==> config.mk <==
export PLATFORM = sky130hd
export DESIGN_NAME = writeback_stage
export DESIGN_NICKNAME = d
export VERILOG_FILES = /design/src/rtl/writeback_stage.sv
export SDC_FILE = /design/constraint.sdc
export NUM_CORES = 1
export LEC_CHECK = 0
export ABC_AREA = 0
export CAP_MARGIN = 10
export CORE_MARGIN = 2
export CORE_UTILIZATION = 39
export CTS_CLUSTER_DIAMETER = 80
export DETAILED_ROUTE_END_ITERATION = 16
export HOLD_SLACK_MARGIN = 0.15
export PLACE_DENSITY = 0.82
export REMOVE_ABC_BUFFERS = 1
export SLEW_MARGIN = 20
export SYNTH_ARGS = -nofsm -noshare
export SYNTH_HDL_FRONTEND = slang
export SYNTH_SLANG_ARGS = --single-unit
==> constraint.sdc <==
create_clock -name clk -period 2.2 [get_ports clk]
set_input_delay 0.44 -clock clk [delete_from_list [all_inputs] [get_ports clk]]
set_output_delay 0.44 -clock clk [all_outputs]
set_load 0.01 [all_outputs]
==> src/rtl/writeback_stage.sv <==
`default_nettype none
// ============================================================================
// Module   : writeback_stage
// Brief    : Final pipeline stage ahead of the register-file write port.
//            ALU results retire one cycle after acceptance. Loads wait for the
//            data-memory response and then retire with the loaded data.
//            Also provides a retire counter and a sticky spurious-response flag.
// Revision : 1.0 - initial release
// ============================================================================
module writeback_stage #(
    parameter int DATA_WIDTH = 16,
    parameter int ADDR_WIDTH = 4,
    parameter int CNT_WIDTH  = 32
) (
    input  logic                  clk,
    input  logic                  rst,
    input  logic                  in_valid,
    output logic                  in_ready,
    input  logic                  in_is_load,
    input  logic                  in_reg_write,
    input  logic [ADDR_WIDTH-1:0] in_reg_addr,
    input  logic [DATA_WIDTH-1:0] in_data,
    input  logic                  in_ps_write,
    input  logic                  in_ps_data,
    input  logic                  mem_rsp_valid,
    input  logic [DATA_WIDTH-1:0] mem_rsp_data,
    output logic                  wb_valid,
    output logic                  wb_reg_write,
    output logic [ADDR_WIDTH-1:0] wb_reg_addr,
    output logic [DATA_WIDTH-1:0] wb_reg_data,
    output logic                  wb_ps_write,
    output logic                  wb_ps_data,
    output logic                  busy,
    output logic [CNT_WIDTH-1:0]  retire_count,
    output logic                  err_spurious
);

    localparam logic [0:0]           c_st_idle     = 1'b0;
    localparam logic [0:0]           c_st_wait_mem = 1'b1;
    localparam logic [CNT_WIDTH-1:0] c_cnt_one     = {{(CNT_WIDTH-1){1'b0}}, 1'b1};

    logic [0:0]            r_state;
    logic [0:0]            w_state_nxt;

    // Destination fields of the load currently waiting for memory
    logic                  r_cap_reg_write;
    logic [ADDR_WIDTH-1:0] r_cap_reg_addr;
    logic                  r_cap_ps_write;
    logic                  r_cap_ps_data;
    logic                  w_cap_reg_write_nxt;
    logic [ADDR_WIDTH-1:0] w_cap_reg_addr_nxt;
    logic                  w_cap_ps_write_nxt;
    logic                  w_cap_ps_data_nxt;

    logic                  r_wb_valid;
    logic                  r_wb_reg_write;
    logic [ADDR_WIDTH-1:0] r_wb_reg_addr;
    logic [DATA_WIDTH-1:0] r_wb_reg_data;
    logic                  r_wb_ps_write;
    logic                  r_wb_ps_data;
    logic                  w_wb_valid_nxt;
    logic                  w_wb_reg_write_nxt;
    logic [ADDR_WIDTH-1:0] w_wb_reg_addr_nxt;
    logic [DATA_WIDTH-1:0] w_wb_reg_data_nxt;
    logic                  w_wb_ps_write_nxt;
    logic                  w_wb_ps_data_nxt;

    logic [CNT_WIDTH-1:0]  r_retire_count;
    logic                  r_err_spurious;
    logic                  w_err_spurious_nxt;

    logic                  w_accept;

    // Ready depends on state alone so upstream sees no combinational loop
    assign in_ready = (r_state == c_st_idle);
    assign w_accept = in_valid & in_ready;

    always_comb begin
        w_state_nxt         = r_state;
        w_cap_reg_write_nxt = r_cap_reg_write;
        w_cap_reg_addr_nxt  = r_cap_reg_addr;
        w_cap_ps_write_nxt  = r_cap_ps_write;
        w_cap_ps_data_nxt   = r_cap_ps_data;
        w_wb_valid_nxt      = 1'b0;
        w_wb_reg_write_nxt  = 1'b0;
        w_wb_reg_addr_nxt   = '0;
        w_wb_reg_data_nxt   = '0;
        w_wb_ps_write_nxt   = 1'b0;
        w_wb_ps_data_nxt    = 1'b0;
        w_err_spurious_nxt  = r_err_spurious;

        if (r_state == c_st_idle) begin
            // A response with nothing outstanding is dropped but remembered
            if (mem_rsp_valid) begin
                w_err_spurious_nxt = 1'b1;
            end
            if (w_accept) begin
                if (in_is_load) begin
                    w_state_nxt         = c_st_wait_mem;
                    w_cap_reg_write_nxt = in_reg_write;
                    w_cap_reg_addr_nxt  = in_reg_addr;
                    w_cap_ps_write_nxt  = in_ps_write;
                    w_cap_ps_data_nxt   = in_ps_data;
                end else begin
                    w_wb_valid_nxt     = 1'b1;
                    w_wb_reg_write_nxt = in_reg_write;
                    w_wb_reg_addr_nxt  = in_reg_addr;
                    w_wb_reg_data_nxt  = in_data;
                    w_wb_ps_write_nxt  = in_ps_write;
                    w_wb_ps_data_nxt   = in_ps_data;
                end
            end
        end else if (mem_rsp_valid) begin
            w_state_nxt        = c_st_idle;
            w_wb_valid_nxt     = 1'b1;
            w_wb_reg_write_nxt = r_cap_reg_write;
            w_wb_reg_addr_nxt  = r_cap_reg_addr;
            w_wb_reg_data_nxt  = mem_rsp_data;
            w_wb_ps_write_nxt  = r_cap_ps_write;
            w_wb_ps_data_nxt   = r_cap_ps_data;
        end
    end

    always_ff @(posedge clk or posedge rst) begin
        if (rst) begin
            r_state         <= c_st_idle;
            r_cap_reg_write <= 1'b0;
            r_cap_reg_addr  <= '0;
            r_cap_ps_write  <= 1'b0;
            r_cap_ps_data   <= 1'b0;
            r_wb_valid      <= 1'b0;
            r_wb_reg_write  <= 1'b0;
            r_wb_reg_addr   <= '0;
            r_wb_reg_data   <= '0;
            r_wb_ps_write   <= 1'b0;
            r_wb_ps_data    <= 1'b0;
            r_retire_count  <= '0;
            r_err_spurious  <= 1'b0;
        end else begin
            r_state         <= w_state_nxt;
            r_cap_reg_write <= w_cap_reg_write_nxt;
            r_cap_reg_addr  <= w_cap_reg_addr_nxt;
            r_cap_ps_write  <= w_cap_ps_write_nxt;
            r_cap_ps_data   <= w_cap_ps_data_nxt;
            r_wb_valid      <= w_wb_valid_nxt;
            r_wb_reg_write  <= w_wb_reg_write_nxt;
            r_wb_reg_addr   <= w_wb_reg_addr_nxt;
            r_wb_reg_data   <= w_wb_reg_data_nxt;
            r_wb_ps_write   <= w_wb_ps_write_nxt;
            r_wb_ps_data    <= w_wb_ps_data_nxt;
            r_err_spurious  <= w_err_spurious_nxt;
            if (r_wb_valid) begin
                r_retire_count <= r_retire_count + c_cnt_one;
            end
        end
    end

    assign wb_valid     = r_wb_valid;
    assign wb_reg_write = r_wb_reg_write;
    assign wb_reg_addr  = r_wb_reg_addr;
    assign wb_reg_data  = r_wb_reg_data;
    assign wb_ps_write  = r_wb_ps_write;
    assign wb_ps_data   = r_wb_ps_data;
    assign busy         = (r_state == c_st_wait_mem);
    assign retire_count = r_retire_count;
    assign err_spurious = r_err_spurious;

endmodule
`default_nettype wire

==> flow_results.org, run 1 <==
** Run status
- The run finished, with violations left.
- The final reports fail on DRC.

** Clocking
- Deepest level of the CTS H-tree :: 3
- Post-CTS clock slew at the launch and capture registers of the worst setup and hold paths :: 0.07 ns
- Number of buffers added to fix hold violations after cts :: 0
- Number of resized instances in the post-cts repair step :: 0
- The tree built by TritonCTS fans out to 65 sinks.
- TritonCTS built the clock tree.
- Worst-case clock buffer depth :: 2
- At the later pin of the worst-skew pair, clock insertion delay measures 0.33 ns.
- In this run the clock root is driven by a clkbuf_8.
- Setup Fix Bufs, Post-CTS :: 0
- Clock tree synthesis inserted a total of 9 buffers.

** Global route
- Overflow left after global routing :: 0
- Global-route wire length before repair :: 10000 um
- Tot GR Track Use :: 0.180
- The initial antenna violation count is 0.
- Maximum number of pins on one net before global-route repair :: 66
- The via count of the first global-routing pass was 2003.

** Timing
- For the pin with the worst max-slew slack, the measured transition is slightly above 0.8 ns.
- Unrepaired setup endpoints after global routing :: false
- The number of endpoints with negative hold slack in the final report came to 0.
- Worst slew margin relative to its limit :: 0.450
- Achievable Freq :: around 520 MHz
- Clock skew on the completed layout was measured at 0.00632 ns.
- Setup violations remaining at the end of the flow were counted as 0.
- Total Negative Setup Slacks :: 0 ns
- Count of final max-slew check failures :: 0
- Dividing the final minimum period by the clock period gives 0.869.
- In the post-route analysis, the smallest setup slack over all paths is ~0.29 ns.
- For the finished layout, the period the worst path requires is 1.91 ns.

** Placed design
- Setup Slack @ Placement :: 0.105 ns
- Placer congestion estimate :: 0.734
- The count of buffers added on input and output ports is 102.
- Post-DP Area :: 3730 um^2
- Detailed placement ended at an HPWL of 4340 um.

** Critical path
- The critical path in this run is classified as reg2reg.
- At the worst endpoint, the required time is 2.41 ns.
- Largest fanout on the critical path :: 10
- CP endpoint kind :: register
- STA classifies the critical path startpoint as a register.
- WP data arrival :: between 2 and 2.5 ns

** Die
- The initial utilization of the core area, before any placement, comes to 0.407.
- Std-Cell Rows :: 29
- The die is 85.8 um wide.
- The die covers 7370 um^2.
- Area of the core :: 6420 um^2
- The floorplan step set the die height to 85.8 um.
- around 100 I/O pins were placed.

** Route
- The detail route stage leaves a number of antenna-violating nets equal to 0.
- DRC violation count after routing :: 2
- Detailed-route wire length :: 5940 um
- Using the TritonRoute via totals, the vias-per-cell ratio works out to 4.97.
- Number of detailed-routing iterations run before antenna repair :: 10
- After detailed routing, the average wire length per cell comes to 15.5 um.
- The final route contains 1897 vias.
- The detailed router finished its first iteration with just under 70 violations.

** Final layout
- At the end of the flow, the number of nets in the layout was between 300 and 400.
- Final cell area excluding filler cells :: between 3000 and 4000 um^2
- Antenna fix cells :: 0
- In the final layout, the share of cells above drive strength 1 is 0.105.
- Measured on the finished design, the core utilization comes to 0.607.
- Layout overhead on the synthesized area :: 49.2%

** Worst hold path
- The path class of the tightest hold or removal check is reg2reg.

** Synthesis
- Mean Syn Cell Area :: 13.5 um^2
- Number of warning messages in the yosys log :: 0
- After synthesis the netlist holds a flip-flop and latch count of 65.
- Synth cell types :: 27
- Syn Inst Count :: around 190
- Area of the mapped netlist :: 2610 um^2
- For this run, the register share of the synthesized area comes to 0.623.

** Power
- VDD sags by at most 425 uV.
- Leakage Power :: roughly 1.7 nW
- In this run the power density over the cells is between 700 and 800 nW/um^2.

** Run
- The tool flagged a number of max-cap violations equal to 0.
==> layer usage <==
layer	up-vias	track usage	share of wire
met1	903	0.206	0.39
li1	904	-	-
met5	-	0	0
met3	6	0.102	0.12
met4	0	0.0519	0.0088
met2	84	0.290	0.49
==> critical path, stage by stage, from the launching register on <==
cell,delay (ns)
dfrtp_1,0.44
ha_1,0.24
nand4_4,0.15
nor4_4,0.61
nand3_1,0.19
xnor2_1,0.18
==> cells in the mapped netlist <==
cell,count,area [um^2]
xor2_1,4,35.0
nor3_1,1,5.00
mux2_2,8,90.1
nand4_4,2,42.5
and2_0,1,6.26
inv_1,4,15.0
and3_1,3,18.8
dfrtp_1,65,1630
nor3b_1,1,7.51
nand2_1,8,30.0
nor4_4,1,21.3
nand4_1,9,56.3
and2_1,4,25.0
nand3_1,12,60.1
nand4_2,1,12.5
or2_2,1,6.26
xnor2_1,27,236
a22o_1,23,201
nor2_1,2,7.51
o21ai_0,1,5.00
buf_2,1,5.00
a21o_1,1,7.51
and4_1,4,35.0
ha_1,1,12.5
nor4_2,1,12.5
clkbuf_1,6,22.5
buf_4,1,7.51
==> registers in the layout, summed over array words and instances (netlist names) <==
signal           count
retire_count        32
r_cap_ps_write       1
err_spurious         1
busy                 1
wb_ps_write          1
r_cap_reg_write      1
wb_reg_addr          4
wb_ps_data           1
wb_reg_data         16
r_cap_reg_addr       4
wb_valid             1
wb_reg_write         1
r_cap_ps_data        1
==> power by group <==
group | total, mW | switching (mW) | internal (mW)
sequential | 1.45 | 0.131 | 1.32
combinational | 0.561 | 0.222 | 0.340
clock | 0.858 | 0.427 | 0.430
==> worst paths after layout <==
kind,start,to,slack (ns),depth (start not counted)
worst max-delay path,retire_count[0],retire_count[20],0.29,5
worst min-delay path,err_spurious,err_spurious,0.46,1
worst max register to register,retire_count[0],retire_count[20],0.29,5
worst min register to register,err_spurious,err_spurious,0.46,1
max in group asynchronous,rst,retire_count[1],1.43,3
min in group asynchronous,rst,wb_reg_data[0],0.49,3
==> stage by stage <==
stage | instances | power (mW) | hold slack [ns]
finish | 382 | 2.87 | 0.461
global route | 382 | 3.02 | 0.489
CTS | 382 | 2.90 | 0.462
detailed placement | 367 | 2.04 | 0.446
global placement | 367 | 2.01 | 0.449
floorplan | 185 | 1.69 | 0.461
==> area by class of cell <==
class                           instances  area [um^2]
Clock buffer                           12          145
Clock inverter                          3         17.5
Fill cell                             527         2530
Inverter                                4         15.0
Multi-Input combinational cell        116          940
Sequential cell                        65         1630
Tap cell                               77         96.3
Timing Repair Buffer                  105         1060
==> cell families (layout without fill, tap and decap cells) <==
| logic type | after synthesis | after routing | share of synthesized area |
|---|---|---|---|
| simple gates | 51 | 51 | 0.133 |
| mux | 8 | 8 | 0.0345 |
| buf+inv | 12 | 124 | 0.0192 |
| compound gates | 25 | 25 | 0.0819 |
| flops | 65 | 65 | 0.623 |
| fa+ha+maj | 1 | 1 | 0.00479 |
| xor+xnor | 31 | 31 | 0.104 |
==> cells in the final DEF (no fill, tap or decap), drive strengths merged, types with 3 or more instances in the layout <==
cell type      netlist  routed
and2                 5       5
mux2                 8       8
a22o                23      23
nand4               12      12
and4                 4       4
and3                 3       3
nand2                8       8
xnor2               27      27
dfrtp               65      65
inv                  4       4
clkdlybuf4s50        0     102
clkbuf               6      12
xor2                 4       4
nand3               12      12
buf                  2       3
(Power assumes the default switching activity.)
==> inputs of run 2 (changes only) <==
- SKIP_LAST_GASP: default -> 1
==> results of run 2 <==
The final DEF is identical to that of run 1; final timing and power are the same.
==> inputs of run 3 (changes only) <==
- CORE_UTILIZATION: 39 -> 30
- PLACE_DENSITY: 0.82 -> 0.67
==> run 3 against run 2 <==
- the flow now finishes without violations
- highest routed layer unchanged
- register-to-register slack barely moved
- utilization shrank 14 points
- largest cell class unchanged
- hold slack better by 0.0077 ns
- non-clock buffer count did not move
- critical path depth is the same
- cell area rose by 2.7%
- setup slack barely moved
- critical endpoint is now retire_count[22]
==> flow_results.org, run 3 (synthesis results as in run 1) <==
** Placed design
- At the end of routability-driven placement, the weighted congestion stood at around 0.74.
- Final HPWL DP :: 4150 um
- Setup Slack @ Placement :: roughly 0.2 ns
- The count of buffers added on input and output ports is just over 100.
- Number of cells after detailed placement :: 398

** Clocking
- After clock tree synthesis, the clock-pin slew on the worst setup and hold paths is approximately 0.07 ns.
- Clock latency at the later pin of the worst-skew pair :: 0.34 ns
- Num Clock Sinks :: 65
- TritonCTS built the clock tree.
- Deepest level of the CTS H-tree :: 3
- In this run, post-CTS repair resized a total of 0 instances.
- Worst-case clock buffer depth :: 2
- In this run, CTS created clock tree buffers numbering 9.
- The cell sitting at the root of the clock tree is a clkbuf_8.
- Setup Fix Bufs, Post-CTS :: 0
- For this design, the CTS-stage hold fixing added 0 buffers.

** Die
- Row generation in the floorplan step produced 34 rows.
- Die Span X :: between 90 and 100 um
- For this configuration, the core starts out at a cell density of 0.304.
- 103 I/O pins were placed.
- In this run the standard cell core region covers 8590 um^2.
- Die extent in y :: 97.3 um
- The die covers 9470 um^2.

** Critical path
- Cell-by-cell trace of the critical path :: ha_1 -> nand4_4 -> nor4_4 -> nand4_1 -> xnor2_1
- Reg2Reg Setup Slack :: between 0.2 and 0.3 ns
- In this design, the stage delay of the slowest critical-path cell is between 0.6 and 0.7 ns.
- Counting cells, the worst reg-to-reg path comes to 5.
- Type of element launching the critical path :: register
- In this run the worst path has a maximum fanout of 10.
- RR Startpoint :: retire_count[0]
- End of the worst register-to-register path :: retire_count[22]
- CP Data Required Time :: 2.42 ns
- Class of the most critical setup path :: reg2reg
- Slowest CP cell :: nor4_4
- STA classifies the critical path endpoint as a register.
- STA puts the critical path data arrival time at approximately 2.1 ns.

** Timing
- Fraction of the cycle the final worst path needs :: 0.870
- Shortest period the worst path allows :: 1.91 ns
- Total Negative Setup Slacks :: 0 ns
- Between clock sinks in the finished design, the worst skew comes to 0.0102 ns.
- Count of final max-slew check failures :: 0
- Timing would allow up to 523 MHz.
- Setup slack after layout :: between 0.2 and 0.3 ns
- Actual slew at the worst max-slew pin :: 0.867 ns
- Unrepaired setup endpoints after global routing :: false
- Finish-stage setup viols :: 0
- The number of endpoints with negative hold slack in the final report is 0.
- Headroom to the max-slew limit came out at 0.422.

** Worst hold path
- Hold-critical path endpoint :: retire_count[31]
- The min-delay analysis places its worst path in the category reg2reg.
- The worst hold path begins at retire_count[31].
- Counting instances, the worst hold path has a depth of 1.

** Power
- IR analysis of the VDD net gives a maximum drop of between 400 and 500 uV.
- Leakage Power :: 1.72 nW
- Total power for the finished layout comes to 3.13 mW.
- Dividing total power by cell area gives a power density of 783 nW/um^2.

** Final layout
- Non-filler instance count after layout :: 414
- For this run, the post-layout net count is about 350.
- In the layout the commonest cells are 102 x clkdlybuf4s50_1, 65 x dfrtp_1, 27 x xnor2_1, 23 x a22o_1, 12 x nand3_1.
- Layout overhead on the synthesized area :: 53.2%
- FILL cells :: roughly 800
- Once layout is complete, the utilization of the core stands at 0.466.
- The repair_antennas step left the layout with diodes totalling 0.
- The register with the most flip-flops in the layout has 32 of them.
- Fraction of layout instances using a drive strength above 1 :: 0.114
- Most frequent standard cell in the layout excluding fill and tap cells :: clkdlybuf4s50_1

** Global route
- Overflow left after global routing :: 0
- Met2 Resource Use GR :: 0.195
- For met1 alone, demand over resource in global routing was 0.154.
- Number of antenna violations at the first check in global routing :: 0
- Number of global-route vias before repair :: 1913
- Entering global routing, the biggest net connects 66 pins.
- The first global-routing pass estimated 9510 um of wire.
- The global routing stage identified its most utilized layer as met2.
- For this run, global-route usage on met3 was measured as 0.0640.
- In the global route stage, overall resource usage came out at 0.127.

** Route
- Dividing the detail-routed via count by the number of cells gives around 4.6.
- Via total after detailed routing :: 1891
- The first routing iteration left 34 violations.
- DRC violation count after routing :: 0
- Detailed-route wire length :: approximately 5700 um
- The detail route stage leaves a number of antenna-violating nets equal to 0.
- Average routed wire per standard cell :: 13.8 um
- The first detailed-routing pass took 4 iterations.

** Run status
- Run status :: finished, final reports clean

** Run
- Max-Cap Viols :: 0
run 3: critical path: cells and delay by family (launching register included):
| kind | cells | cell delay, ns |
|---|---|---|
| xor gates and xnor gates | 1 | 0.17 |
| adders and majority gates | 1 | 0.24 |
| DFF | 1 | 0.43 |
| and+or+nand+nor | 3 | 0.97 |
run 3: area by class of cell:
cell class | count | area (um^2) | area share
Timing Repair Buffer | 105 | 1060 | 0.264
Sequential cell | 65 | 1630 | 0.407
Inverter | 4 | 15.0 | 0.00375
Tap cell | 108 | 135 | 0.0338
Clock inverter | 5 | 77.6 | 0.0194
Multi-Input combinational cell | 116 | 940 | 0.235
Clock buffer | 11 | 151 | 0.0378
run 3: stage by stage:
stage	hold slack, ns	cell area (um^2)
global placement	0.445	3770
CTS	0.472	4000
finish	0.469	4000
global route	0.493	4000
detailed placement	0.449	3770
floorplan	0.461	2580
run 3: where the power goes:
group | total, mW | internal (mW) | switching [mW]
combinational | 0.550 | 0.339 | 0.211
sequential | 1.45 | 1.32 | 0.128
clock | 1.14 | 0.696 | 0.443
run 3: routing by layer:
layer | vias to the layer above | routed length, um
li1 | 902 | -
met1 | 904 | 2480
met2 | 76 | 2590
met3 | 9 | 547
met4 | 0 | 102
met5 | - | 0
run 3: worst max-delay path by stage:
stage | startpoint | end | slack (ns)
floorplan | busy | wb_ps_data | 0.02
global placement | mem_rsp_valid | wb_reg_data[11] | 0.26
detailed placement | mem_rsp_valid | wb_reg_data[10] | 0.20
CTS | retire_count[0] | retire_count[22] | 0.23
global route | retire_count[0] | retire_count[28] | 0.14
finish | retire_count[0] | retire_count[22] | 0.29
==> variant: new RTL, config.mk and constraints of run 1 <==
`r_cap_reg_addr`, `r_wb_reg_addr` and `r_wb_reg_data` no longer have a reset.
--- a/src/rtl/writeback_stage.sv
+++ b/src/rtl/writeback_stage.sv
@@ -125,13 +125,10 @@
         if (rst) begin
             r_state         <= c_st_idle;
             r_cap_reg_write <= 1'b0;
-            r_cap_reg_addr  <= '0;
             r_cap_ps_write  <= 1'b0;
             r_cap_ps_data   <= 1'b0;
             r_wb_valid      <= 1'b0;
             r_wb_reg_write  <= 1'b0;
-            r_wb_reg_addr   <= '0;
-            r_wb_reg_data   <= '0;
             r_wb_ps_write   <= 1'b0;
             r_wb_ps_data    <= 1'b0;
             r_retire_count  <= '0;
@@ -139,13 +136,10 @@
         end else begin
             r_state         <= w_state_nxt;
             r_cap_reg_write <= w_cap_reg_write_nxt;
-            r_cap_reg_addr  <= w_cap_reg_addr_nxt;
             r_cap_ps_write  <= w_cap_ps_write_nxt;
             r_cap_ps_data   <= w_cap_ps_data_nxt;
             r_wb_valid      <= w_wb_valid_nxt;
             r_wb_reg_write  <= w_wb_reg_write_nxt;
-            r_wb_reg_addr   <= w_wb_reg_addr_nxt;
-            r_wb_reg_data   <= w_wb_reg_data_nxt;
             r_wb_ps_write   <= w_wb_ps_write_nxt;
             r_wb_ps_data    <= w_wb_ps_data_nxt;
             r_err_spurious  <= w_err_spurious_nxt;
@@ -153,6 +147,12 @@
                 r_retire_count <= r_retire_count + c_cnt_one;
             end
         end
+    end
+
+    always_ff @(posedge clk) begin
+        r_cap_reg_addr <= w_cap_reg_addr_nxt;
+        r_wb_reg_addr  <= w_wb_reg_addr_nxt;
+        r_wb_reg_data  <= w_wb_reg_data_nxt;
     end
 
     assign wb_valid     = r_wb_valid;
Formal check against the unedited RTL: not equivalent (Yosys sat finds a counterexample within 4 cycles, from zero or initial values and one cycle with rst high).
==> variant against run 1 <==
Synthesized cell count grew 0.52%. Wire length up 2.8%. Combinational power shrank 9.4%. Worst hold slack improved by 0.0068 ns. Synthesized area is 2.2% lower. Cell count up 0.79%. Worst setup slack worse by 0.00082 ns. Total power increased by 6.4%. Largest cell class unchanged. Design area shrank 0.42%. Count of clock-buffer cells in the layout down 3. Sequential cell count unchanged. Non-clock buffer count decreased by 1. Utilization increased by 0.44 points.
==> variant: results (changes against run 1) <==
status finished clean (was finished with violations); filler cell count 493 (was 527); number of global-route vias before repair 2027 (was 2003); IO buf count 102 (unchanged); register area share after synthesis 0.606 (was 0.623); layout cells sized above 1 0.117 (was 0.105); crit path DAT 1.47 ns (was 2.12 ns); via count 1948 (was 1897); Post-CTS Hold Buffers 0 (unchanged); Psw 784 uW (was 780 uW); Cells after Synth 194 (was 193); DP HPWL 4.50 mm (was 4.34 mm); Setup Skew 0.0129 ns (was 0.00632 ns); post-placement cell count 369 (was 367); initial drt markers 60 (was 69); Clock Tree Root clkbuf_8 (unchanged); initial antenna violation count 0 (unchanged); fin nets 348 (was 346); Tot GR Track Use 0.175 (was 0.180); TritonRoute pass-1 iters 4 (was 10); worst-margin pin slew 0.881 ns (was 0.824 ns); drt wl/cell 15.9 um (was 15.5 um); worst-path maximum fanout 7 (was 10); Synth top cells by count 41 x dfrtp_1, 23 x a22o_1, 21 x xnor2_1, 20 x dfxtp_1 (was 65 x dfrtp_1, 27 x xnor2_1, 23 x a22o_1, 12 x nand3_1, 9 x nand4_1); critical path's slowest cell clkdlybuf4s50_1 (was nor4_4); ys async rst share 0.631 (was 1.00); synth top area cells dfrtp_1 40%, dfxtp_1 16%, a22o_1 7.9%, xnor2_1 7.2%, edfxtp_1 4.7% (was dfrtp_1 62%, xnor2_1 9.1%, a22o_1 7.7%, mux2_2 3.4%, nand3_1 2.3%); Synth cell types 34 (was 27); first-pass GRT wire length 9.80 mm (was 10.0 mm); EDFF count, synth 4 (was 0); final std cells w/o fill 385 (was 382); Leak 0.00168 uW (was 0.00169 uW); routability cong. 0.712 (was 0.734); CP top delay family buffers and inverters (was simple AND/OR/NAND/NOR gates); Max clock buf depth 2 (unchanged); worst vdd ir 0.562 mV (was 0.425 mV); largest net degree at the start of global routing 42 (was 66)
-- variant: cell types whose count changed after synthesis, moves of 3 or more --
cell,before,now
and3_1,3,6
and4_1,4,1
dfrtp_1,65,41
dfxtp_1,0,20
edfxtp_1,0,4
mux2_2,8,4
xnor2_1,27,21
xor2_1,4,10
-- variant: kinds of logic after synthesis --
family	share of synthesized area
adders and majority gates	0.00490
xor gates and xnor gates	0.106
DFF	0.606
muxes	0.0176
AOI/OAI and AO/OA	0.0838
buffers and inverters	0.0176
and+or+nand+nor	0.164
-- variant: path summary, 6_finish.rpt --
check	startpoint	slack (ns)	cells past startpoint	end
min in group asynchronous	rst	0.52	3	retire_count[18]
worst max-delay path	wb_valid	0.29	1	wb_valid
worst max register to register	retire_count[0]	0.44	5	retire_count[28]
max in group asynchronous	rst	1.32	3	busy
worst min-delay path	r_cap_reg_addr[3]	0.47	1	wb_reg_addr[3]
worst min register to register	r_cap_reg_addr[3]	0.47	1	wb_reg_addr[3]
-- variant: through the flow --
step	hold WS [ns]	instance area, um^2	power (uW)	setup WS [ns]	utilization
3_5_place_dp	0.455	3660	1970	0.237	0.577
5_1_grt	0.485	3880	3170	0.210	0.611
6_report	0.468	3880	3050	0.287	0.611
4_1_cts	0.473	3880	3080	0.267	0.611
3_3_place_gp	0.439	3660	1950	0.285	0.577
2_1_floorplan	0.436	2520	1640	0.0242	-
-- variant: metal layers --
layer	vias up	part of all wire	track usage
li1	918	-	-
met1	959	0.41	0.210
met2	59	0.51	0.287
met3	12	0.060	0.0642
met4	0	0.017	0.0693
met5	-	0	0
-- variant: final cells by class --
| class | instances | area, um^2 | area share |
|---|---|---|---|
| repair buffers | 104 | 1040 | 0.267 |
| inverters | 4 | 15.0 | 0.00387 |
| flip-flops and latches | 65 | 1550 | 0.399 |
| well taps | 77 | 96.3 | 0.0248 |
| clock buffers | 9 | 124 | 0.0319 |
| clock inverters | 7 | 95.1 | 0.0245 |
| multi-input cells | 119 | 967 | 0.249 |
-- variant: worst register-to-register path: cells and delay by family (launching register included) --
family | cells | cell delay [ns]
and+or+nand+nor | 3 | 0.83
DFF | 1 | 0.45
adders and majority gates | 1 | 0.22
xor gates and xnor gates | 1 | 0.16
-- variant: power by group through the flow --
| stage | Combinational [uW] | Sequential, uW | Clock [uW] |
|---|---|---|---|
| 3_3_place_gp | 500 | 1450 | 0 |
| 4_1_cts | 514 | 1440 | 1130 |
| 5_1_grt | 547 | 1450 | 1180 |
| 2_1_floorplan | 154 | 1480 | 0 |
| 3_5_place_dp | 513 | 1460 | 0 |
| 6_report | 508 | 1430 | 1110 |
